[config.mk]
export PLATFORM = sky130hd
export DESIGN_NAME = mole_round_scheduler
export DESIGN_NICKNAME = d
export VERILOG_FILES = /design/src/rtl/mole_round_scheduler.sv
export SDC_FILE = /design/constraint.sdc
export NUM_CORES = 1
export LEC_CHECK = 0
export CORE_ASPECT_RATIO = 0.5
export CORE_MARGIN = 8
export CORE_UTILIZATION = 62
export CTS_CLUSTER_SIZE = 10
export DETAILED_ROUTE_END_ITERATION = 12
export PLACE_DENSITY = 0.82
export RECOVER_POWER = 100
export REMOVE_ABC_BUFFERS = 1
export SLEW_MARGIN = 20
export SYNTH_ARGS = -nofsm -noshare
export SYNTH_HDL_FRONTEND = slang
export SYNTH_SLANG_ARGS = --single-unit
[constraint.sdc]
create_clock -name clk -period 5.5 [get_ports clk]
set_input_delay 1.1 -clock clk [delete_from_list [all_inputs] [get_ports clk]]
set_output_delay 1.1 -clock clk [all_outputs]
set_load 0.02 [all_outputs]
[src/rtl/mole_round_scheduler.sv]
// Whack-a-mole round sequencer: tick prescaler, hole-picking LFSR, game/gap/up-time
// timing, hit/miss scoring. Every output is a register.
module mole_round_scheduler #(
  parameter int TICK_DIV      = 10000000,
  parameter int NUM_HOLES     = 4,
  parameter int GAP_TICKS     = 2,
  parameter int MOLE_ON_TICKS = 3,
  parameter int GAME_TICKS    = 60
) (
  input  logic                 clk,
  input  logic                 reset,
  input  logic                 start,
  input  logic [NUM_HOLES-1:0] hit_btn,
  output logic                 tick,
  output logic [NUM_HOLES-1:0] mole,
  output logic [7:0]           score,
  output logic [7:0]           time_left,
  output logic                 busy,
  output logic                 game_over
);

  localparam int PRES_W = $clog2(TICK_DIV);
  localparam int HOLE_W = $clog2(NUM_HOLES);
  localparam int GAP_W  = $clog2(GAP_TICKS + 1);
  localparam int UP_W   = $clog2(MOLE_ON_TICKS + 1);

  localparam logic [PRES_W-1:0] PRES_LAST = PRES_W'(TICK_DIV - 1);
  localparam logic [GAP_W-1:0]  GAP_LAST  = GAP_W'(GAP_TICKS - 1);
  localparam logic [UP_W-1:0]   UP_LAST   = UP_W'(MOLE_ON_TICKS - 1);
  localparam logic [7:0]        GAME_LEN  = 8'(GAME_TICKS);

  typedef enum logic [1:0] {IDLE, GAP, MOLE_UP, GAME_OVER} state_t;

  state_t               state, state_n;
  logic [PRES_W-1:0]    pres, pres_n;
  logic [7:0]           lfsr;
  logic [GAP_W-1:0]     gap_cnt, gap_n;
  logic [UP_W-1:0]      up_cnt, up_n;
  logic [HOLE_W-1:0]    hole, hole_n;
  logic [NUM_HOLES-1:0] mole_n;
  logic [7:0]           score_n, time_n;
  logic                 accept, mole_hit, mole_miss;

  assign accept    = start && (state == IDLE || state == GAME_OVER);
  assign mole_hit  = (state == MOLE_UP) && hit_btn[hole];
  assign mole_miss = (state == MOLE_UP) && (|hit_btn) && !hit_btn[hole];

  // Prescaler restarts on an accepted start so the first game tick is a full period away.
  assign pres_n = (accept || pres == PRES_LAST) ? '0 : pres + PRES_W'(1);

  always_comb begin
    state_n = state;
    score_n = score;
    time_n  = time_left;
    gap_n   = gap_cnt;
    up_n    = up_cnt;
    hole_n  = hole;
    mole_n  = mole;
    unique case (state)
      IDLE, GAME_OVER: begin
        if (start) begin
          state_n = GAP;
          score_n = 8'd0;
          time_n  = GAME_LEN;
          gap_n   = '0;
          mole_n  = '0;
        end
      end
      GAP: begin
        if (tick) begin
          time_n = time_left - 8'd1;
          if (time_left == 8'd1) begin
            state_n = GAME_OVER;
            mole_n  = '0;
          end else if (gap_cnt == GAP_LAST) begin
            state_n = MOLE_UP;
            hole_n  = lfsr[HOLE_W-1:0];
            mole_n  = '0;
            mole_n[lfsr[HOLE_W-1:0]] = 1'b1;
            up_n    = '0;
          end else begin
            gap_n = gap_cnt + GAP_W'(1);
          end
        end
      end
      MOLE_UP: begin
        // Scoring applies even when the same cycle ends the game or times the mole out.
        if (mole_hit) begin
          score_n = (score == 8'hFF) ? score : score + 8'd1;
        end else if (mole_miss) begin
          score_n = (score == 8'd0) ? score : score - 8'd1;
        end
        if (tick) begin
          time_n = time_left - 8'd1;
        end
        if (tick && time_left == 8'd1) begin
          state_n = GAME_OVER;
          mole_n  = '0;
        end else if (mole_hit) begin
          state_n = GAP;
          gap_n   = '0;
          mole_n  = '0;
        end else if (tick) begin
          if (up_cnt == UP_LAST) begin
            state_n = GAP;
            gap_n   = '0;
            mole_n  = '0;
          end else begin
            up_n = up_cnt + UP_W'(1);
          end
        end
      end
      default: state_n = IDLE;
    endcase
  end

  always_ff @(posedge clk) begin
    if (reset) begin
      state     <= IDLE;
      pres      <= '0;
      lfsr      <= 8'hA5;
      gap_cnt   <= '0;
      up_cnt    <= '0;
      hole      <= '0;
      tick      <= 1'b0;
      mole      <= '0;
      score     <= 8'd0;
      time_left <= 8'd0;
      busy      <= 1'b0;
      game_over <= 1'b0;
    end else begin
      state     <= state_n;
      pres      <= pres_n;
      lfsr      <= {lfsr[6:0], lfsr[7] ^ lfsr[5] ^ lfsr[4] ^ lfsr[3]};
      gap_cnt   <= gap_n;
      up_cnt    <= up_n;
      hole      <= hole_n;
      tick      <= (pres_n == PRES_LAST);
      mole      <= mole_n;
      score     <= score_n;
      time_left <= time_n;
      busy      <= (state_n == GAP) || (state_n == MOLE_UP);
      game_over <= (state_n == GAME_OVER);
    end
  end

endmodule

==> results of run 1 <==
-- cells in the final DEF (no fill, tap or decap), types with 3 or more instances in the layout --
| cell type | n |
|---|---|
| sky130_fd_sc_hd__o21ai_0 | 9 |
| sky130_fd_sc_hd__clkbuf_8 | 11 |
| sky130_fd_sc_hd__nand4_1 | 11 |
| sky130_fd_sc_hd__nor4_1 | 9 |
| sky130_fd_sc_hd__a21oi_1 | 24 |
| sky130_fd_sc_hd__clkdlybuf4s50_1 | 3 |
| sky130_fd_sc_hd__nor3_1 | 8 |
| sky130_fd_sc_hd__ha_1 | 14 |
| sky130_fd_sc_hd__clkinv_2 | 3 |
| sky130_fd_sc_hd__nor2_1 | 49 |
| sky130_fd_sc_hd__mux2i_1 | 7 |
| sky130_fd_sc_hd__dfxtp_1 | 63 |
| sky130_fd_sc_hd__nand2_1 | 27 |
| sky130_fd_sc_hd__xor2_1 | 18 |
| sky130_fd_sc_hd__inv_1 | 17 |
| sky130_fd_sc_hd__nor2b_1 | 11 |
| sky130_fd_sc_hd__nand2b_1 | 8 |
| sky130_fd_sc_hd__xnor2_1 | 14 |
| sky130_fd_sc_hd__nor3b_1 | 6 |
| sky130_fd_sc_hd__nor4b_1 | 3 |
| sky130_fd_sc_hd__and3_1 | 5 |
| sky130_fd_sc_hd__nand3b_1 | 4 |
| sky130_fd_sc_hd__or2_2 | 3 |
| sky130_fd_sc_hd__dlygate4sd3_1 | 26 |
| sky130_fd_sc_hd__or3_1 | 5 |
| sky130_fd_sc_hd__or4_1 | 3 |
| sky130_fd_sc_hd__nand3_1 | 26 |
-- worst max-delay path: cells and delay by family --
kind,cells,cell delay (ns)
compound gates,4,1.02
fa+ha+maj,1,0.29
buf+inv,1,0.55
mux,1,0.57
simple gates,3,0.62
-- sequential cells by signal, summed over array words and instances, names as in the netlist --
register and cells:
mole 4, game_over 1, lfsr 8, busy 1, pres 24, gap_cnt 2, up_cnt 2, hole 2
tick 1, time_left 8, state 2, score 8
-- kinds of logic (layout without fill, tap and decap cells) --
group	count (synthesis)	in the layout	synth area share (%)
xor gates and xnor gates	32	32	8.21
adders and majority gates	15	15	5.71
AOI/OAI and AO/OA	63	63	12.5
buffers and inverters	36	63	4.07
DFF	63	63	36.9
muxes	10	10	3.37
and+or+nand+nor	188	188	29.3
-- metal layers --
metal  GRT usage (%)  vias up
li1                -     1490
met1            20.3     1428
met2            35.3      110
met3            6.58       28
met4            12.5        0
met5               0        -
-- area by class of cell --
class	instances	area [um^2]	share of cell area [%]
multi-input cells	308	2010	51.3
flip-flops and latches	63	1260	32.2
repair buffers	31	298	7.60
clock buffers	11	151	3.86
well taps	73	91.3	2.33
inverters	17	63.8	1.63
clock inverters	4	45.0	1.15
-- stage by stage --
stage / worst slack [ns] / hold slack [ns]
after global routing: 1.34 / 0.452
after detailed placement: 1.47 / 0.399
after global placement: 1.53 / 0.395
final: 1.57 / 0.413
after CTS: 1.85 / 0.415
after floorplan: 2.16 / 0.389
-- worst paths after layout --
path               from        to  slack (ns)  cells past startpoint
min reg2reg     lfsr[6]   lfsr[7]        0.41                      1
max          hit_btn[3]  score[7]        1.57                     10
max reg2reg    state[0]  score[7]        2.45                     10
min             lfsr[6]   lfsr[7]        0.41                      1
-- report_power, final --
part | total, mW | switching [mW] | leakage [nW] | internal, mW
Sequential | 0.560 | 0.0510 | 0.513 | 0.509
Combinational | 0.560 | 0.323 | 0.822 | 0.237
Clock | 0.401 | 0.173 | 0.105 | 0.229
Total | 1.52 | 0.547 | 1.44 | 0.974
==> results.txt, run 1 <==
The number of hold violations in the final report came out at 0. In this run the remaining antenna-violating nets after routing total 0. The overall routing resource usage came out at 19.7%.

The first global-routing pass estimated between 10 and 15 mm of wire. In the post-synthesis netlist, the cell with the most instances is sky130_fd_sc_hd__dfxtp_1. The I/O pin count came out at 30. Cells with a size suffix above 1 make up 5.53% of the layout.

The met2 layer wire length in the routed design is between 3 and 4 mm. The static leakage is 1.44 nW. The number of antenna violations at the first check in global routing came out at 0. The checks that failed: capacitance limit, slew limit. Sorting the synthesized cells by area gives the leading types as sky130_fd_sc_hd__dfxtp_1, sky130_fd_sc_hd__nor2_1, sky130_fd_sc_hd__ha_1, sky130_fd_sc_hd__xor2_1, sky130_fd_sc_hd__nand3_1. After clock tree synthesis, the clock-pin slew on the worst setup and hold paths is ~0.070 ns. The total power per unit cell area is between 300 and 400 nW/um^2.

For this run, the leading register cell type out of synthesis is sky130_fd_sc_hd__dfxtp_1. The post-synthesis sequential element count came out at 63. The clock drives 63 sinks. The clock buffer count from CTS is 9. The relative slew slack is -6.73%. The critical path in this run is classified as input port to register. The non-filler instance count after layout came out at 507. The unique cell type count in the Yosys netlist came out at 60. The violation count after the first detailed-routing iteration is ~200. The clock latency reported for the late side of the worst-skew pair is approximately 0.35 ns. The count of nets after finishing came out at ~450.

The number of hold buffers added after CTS is 0. The stage delay of the slowest cell on the critical path is 0.57 ns. The final sum of negative setup slack is 0 ns. Summed over all instances, the cell type with the most area after synthesis is sky130_fd_sc_hd__dfxtp_1. The signed area change from the synthesized netlist to the final layout came out at 14.8%.

The remaining global-route overflow is 0. Among all stages on the critical path, the largest delay is contributed by sky130_fd_sc_hd__mux4_2. The largest fanout on the critical path is 10. Detailed routing inserted a total of 3056 vias. STA classifies the critical path endpoint as a register. Setup repair after global routing left no endpoint under its margin.

The required time of the worst setup path came out at 5.73 ns. The tree is rooted in a sky130_fd_sc_hd__clkbuf_8. The area share of the leading cell type in the synthesized netlist came out at 36.9%. The endpoint arrival time on the critical path is 4.15 ns. Summing the sequential cell areas from Yosys gives 36.9% of the chip area.

The count of instances resized after the clock tree is built is 0. Fill cells in the final layout number 385. The run finished, with violations left. The worst setup path is launched from an input port.

The vertical extent of the die is 68.5 um. The number of cells produced by synthesis came out at a little over 400. The detailed placement HPWL is 5.53 mm.

Detailed routing placed a total of approximately 410 um of wire on met3. The average wire length per cell after detail routing came out at 15.1 um. The H-tree depth reported by CTS came out at 3. The number of detailed-route iterations in the first pass is 5. Entering global routing, the biggest net connects 42 pins. The row count is 19. The placer's final routability congestion estimate is just under 1. The die covers 8280 um^2. The worst path in the final design needs a cycle of 3.93 ns, including I/O delays and setup. The starting density of the core is between 60% and 70%. No sink is reached through more buffers than the 2 on the longest clock path.

TritonCTS built the clock tree. The worst hold path belongs to the class register to register. The detail-routed via count per cell is 6.03. The x dimension of the die is between 100 and 150 um. Setup violations remaining at the end of the flow were counted as 0.

Measured on the finished design, the core utilization comes to 72.6%. Total power for the finished layout comes to 1.52 mW. On the final layout, the worst clock skew is 0.00773 ns. The placed instance count is 492. The met1 routed wirelength after detailed routing is around 3.3 mm.

The synthesized netlist occupies a cell area of roughly 3400 um^2. The DRC violation count after routing is 0. VDD sags by at most 0.000253 V.

The share of flip-flops with an asynchronous set or reset is 0%. The signal on the critical path passes through dlygate4sd3_1, mux4_2, nand2_1, ha_1, a21oi_1, o211ai_1, a2111oi_0, or3_1, nand4b_1, o311ai_0. The max-cap check violation count came out at 1. The max-slew violation count came out at 42. The uppermost signal routing layer after detailed routing is met4.

The highest clock frequency the design can meet is 255 MHz. The number of global-route vias before repair was roughly 2900. The count of buffers added on input and output ports is 29. The post-CTS setup buffer count came out at 0. The final cell area excluding filler cells came out at 3920 um^2.

The fraction of the cycle the final worst path needs is 71.4%. At the pin with the least slew margin, the transition time is 1.60 ns. The number of enable-type register cells in the synthesized netlist is 0. The count of yosys warnings during synthesis is 0. The average instance in the mapped netlist occupies 8.39 um^2. The placed instances occupy a cell area of 3740 um^2. In the synthesized netlist, the cells that appear most often are sky130_fd_sc_hd__dfxtp_1, sky130_fd_sc_hd__nor2_1, sky130_fd_sc_hd__nand2_1. The post-detailed-routing wire length is 7.67 mm.

The area of the placeable core is 5400 um^2. 0 antenna diodes ended up in the layout.
Note: power is estimated with default switching activity, not from simulation.
==> inputs of run 2 (changes only) <==
--- a/config.mk
+++ b/config.mk
@@ -7,10 +7,10 @@
 export LEC_CHECK = 0
 export CORE_ASPECT_RATIO = 0.5
 export CORE_MARGIN = 8
-export CORE_UTILIZATION = 62
+export CORE_UTILIZATION = 52
 export CTS_CLUSTER_SIZE = 10
 export DETAILED_ROUTE_END_ITERATION = 12
-export PLACE_DENSITY = 0.82
+export PLACE_DENSITY = 0.73
 export RECOVER_POWER = 100
 export REMOVE_ABC_BUFFERS = 1
 export SLEW_MARGIN = 20
==> constraint.sdc (replaced) <==
create_clock -name clk -period 3.4 [get_ports clk]
set_input_delay 0.68 -clock clk [delete_from_list [all_inputs] [get_ports clk]]
set_output_delay 0.68 -clock clk [all_outputs]
set_load 0.02 [all_outputs]
==> run 2 against run 1 <==
The run still ends with capacitance limit, slew limit left; largest power group is now combinational cells; utilization fell by 9.7 points; critical endpoint unchanged; flip-flop and latch count did not move; cell count rose by 5.9%.
==> results.txt, run 2 (same netlist as run 1, synthesis figures left out) <==
The number of antenna violations at the first check in global routing is 0 (unchanged). Most used cells in the layout excluding fill and tap cells: sky130_fd_sc_hd__dfxtp_1, sky130_fd_sc_hd__nor2_1, sky130_fd_sc_hd__nand2_1 (unchanged). The largest fanout on the critical path is 9 (was 10). The fraction of layout cells with a size suffix above 1 is 7.19% (was 5.53%).

Violations in the final reports: capacitance limit, slew limit (unchanged). The remaining antenna violation count after routing came out at 0 (unchanged). Unrepaired setup endpoints after global routing: false (unchanged). Cells along the critical path: clkdlybuf4s50_1, mux4_2, clkbuf_1, a211o_1, a311oi_1, nor3b_1, a211oi_1, o311ai_1 (was dlygate4sd3_1, mux4_2, nand2_1, ha_1, a21oi_1, o211ai_1, a2111oi_0, or3_1, nand4b_1, o311ai_0).

The fraction of the cycle the final worst path needs came out at 94.7%. The detail-routed via count per cell is 5.86 (was 6.03). The worst-case clock buffer depth came out at 2 (unchanged).

The count of clock tree sinks came out at 63 (unchanged). The flip-flop count of the largest register, all copies and words added is 24 (unchanged). The master of the slowest instance on the critical path was sky130_fd_sc_hd__a311oi_1 (was sky130_fd_sc_hd__mux4_2). The count of nets after finishing came to 463 (was 452). The signed area change from the synthesized netlist to the final layout came to 20.0% (was 14.8%).

The x dimension of the die is 131 um (was 121 um). The number of hold violations in the final report was 0 (unchanged). The post-detailed-routing wire length is 8.68 mm (was 7.67 mm).

The quantity of I/O buffers inserted on ports was 29 (unchanged). The stage delay of the slowest cell on the critical path was 0.77 ns (was 0.57 ns). The clock tree from TritonCTS is done (unchanged). The pin slew with the least headroom to its limit came to 1.73 ns (was 1.60 ns).

The violation count after the first detailed-routing iteration is 317 (was 203). The count of instances resized after the clock tree is built came out at 0 (unchanged). The placer's final routability congestion estimate came out at 0.873 (was 0.962). The worst hold path class was register to register (unchanged). The number of detailed-route iterations in the first pass is 5 (unchanged).

The type of element capturing the critical path is a register (unchanged). The relative slew slack is -15.3% (was -6.73%). The average wire length per cell after detail routing is 16.2 um (was 15.1 um). The clock input transition at the sequential cells of the worst setup and hold paths is 0.05 ns (was 0.07 ns). The remaining global-route overflow came out at 0 (unchanged). The number of global-route vias before repair came to 2803 (was 2890). The startpoint class of the critical path is an input port (unchanged).

The total power per unit cell area is 680 nW/um^2 (was 388 nW/um^2). Static timing analysis puts the maximum clock frequency at 310 MHz. The routed via count was 3147 (was 3056). The H-tree depth reported by CTS is 3 (unchanged). The worst clock skew is 0.00445 ns (was 0.00773 ns). The diode insertion count for antenna repair is 0 (unchanged). The kind of critical path is input port to register (unchanged).

The max-cap check violation count is 1 (unchanged). The final number of setup-violating endpoints came to 0 (unchanged). The static leakage is 1.50 nW (was 1.44 nW). The largest net degree at the start of global routing is 42 (unchanged). The post-CTS setup buffer count is 0 (unchanged).

The I/O pin count is 30 (unchanged). The worst hold-check slack came to 0.408 ns (was 0.413 ns). The starting density of the core is 52.4% (was 63.3%).

The overall routing resource usage came out at 19.6% (was 19.7%). The clock buffer count from CTS is 9 (unchanged). The most common library cell in the layout ignoring fill and taps was sky130_fd_sc_hd__dfxtp_1 (unchanged). The detailed placement HPWL came to 6.29 mm (was 5.53 mm).

Result of the run: finished with violations (unchanged). The max-slew violation count is 42 (unchanged). The DRC violation count after routing came to 0 (unchanged). The maximum vdd ir drop was 0.000362 V (was 0.000253 V). The clock latency reported for the late side of the worst-skew pair was 0.33 ns (was 0.35 ns).

The endpoint arrival time on the critical path is 3.42 ns (was 4.15 ns). The first-pass GRT wire length is 14.3 mm (was 12.9 mm). The root cell of the clock tree is sky130_fd_sc_hd__clkbuf_16 (was sky130_fd_sc_hd__clkbuf_8). The required time of the worst setup path came to 3.60 ns (was 5.73 ns). The number of hold buffers added after CTS is 0 (unchanged).

The area of the placeable core came out at 6520 um^2 (was 5400 um^2). The row count came to 21 (was 19). The floorplan die area is 9580 um^2 (was 8280 um^2).

The final sum of negative setup slack came out at 0 ns (unchanged). The largest register by flop count is pres (unchanged). The vertical extent of the die came out at 73.3 um (was 68.5 um).

The smallest clock period supported by the final layout is computed as ~3.2 ns.
[run 2: cell types whose count changed in the layout (fill, tap and decap cells not counted), moves of 2 or more]
cell                              before  now
sky130_fd_sc_hd__clkbuf_16             0    9
sky130_fd_sc_hd__clkinvlp_4            0    2
sky130_fd_sc_hd__buf_4                 0    8
sky130_fd_sc_hd__clkdlybuf4s50_1       3    5
sky130_fd_sc_hd__clkbuf_8             11    3
sky130_fd_sc_hd__clkbuf_1              2    5
sky130_fd_sc_hd__dlygate4sd3_1        26   24
sky130_fd_sc_hd__clkinv_2              3    0
[run 2: area by class of cell]
type                       instances  area, um^2
tap                               92         115
clock buffer                      13         270
multi-input combinational        308        2000
sequential                        63        1260
inverter                          17        63.8
clock inverter                     2        15.0
timing repair buffer              42         373
fill                             594        2420
[run 2: final timing paths]
path,start,end,slack (ns),depth (start not counted)
max,hit_btn[3],score[7],0.18,8
min,lfsr[6],lfsr[7],0.41,1
max reg2reg,hole[0],score[7],0.55,7
min reg2reg,lfsr[6],lfsr[7],0.41,1
[run 2: per-layer routing]
layer | wire length (um) | vias to the layer above | GRT usage [%] | part of all wire [%]
li1 | - | 1520 | - | -
met1 | 4290 | 1485 | 27.7 | 49
met2 | 3350 | 132 | 24.5 | 39
met3 | 944 | 10 | 10.2 | 11
met4 | 95 | 0 | 5.67 | 1.1
met5 | 0 | - | 0 | 0
[run 2: worst max-delay path, delay by kind of cell]
kind            cells  cell delay, ns
compound gates      4            1.48
buf+inv             2            0.66
mux                 1            0.48
simple gates        1            0.11
[run 2: stage by stage]
stage / total power, mW / std cells / util (%) / setup slack (ns) / area (um^2)
after floorplan: 1.57 / 388 / - / 0.484 / 3340
after global placement: 1.92 / 522 / 59.1 / -0.00691 / 3850
after detailed placement: 1.94 / 522 / 59.1 / -0.0830 / 3850
after CTS: 2.83 / 537 / 63.4 / 0.270 / 4130
after global routing: 2.96 / 537 / 62.9 / 0.0109 / 4100
final: 2.79 / 537 / 62.9 / 0.179 / 4100
[run 2: where the power goes]
| part | internal, mW | switching, mW | leakage [nW] |
|---|---|---|---|
| logic | 0.427 | 0.576 | 0.848 |
| registers | 0.824 | 0.0845 | 0.513 |
| clock network | 0.549 | 0.325 | 0.134 |
| total | 1.80 | 0.986 | 1.50 |
==> inputs of run 3 (changes only) <==
--- a/config.mk
+++ b/config.mk
@@ -8,7 +8,6 @@
 export CORE_ASPECT_RATIO = 0.5
 export CORE_MARGIN = 8
 export CORE_UTILIZATION = 52
-export CTS_CLUSTER_SIZE = 10
 export DETAILED_ROUTE_END_ITERATION = 12
 export PLACE_DENSITY = 0.73
 export RECOVER_POWER = 100
==> results of run 3 <==
No change in the layout: final DEF, timing and power equal those of run 2.
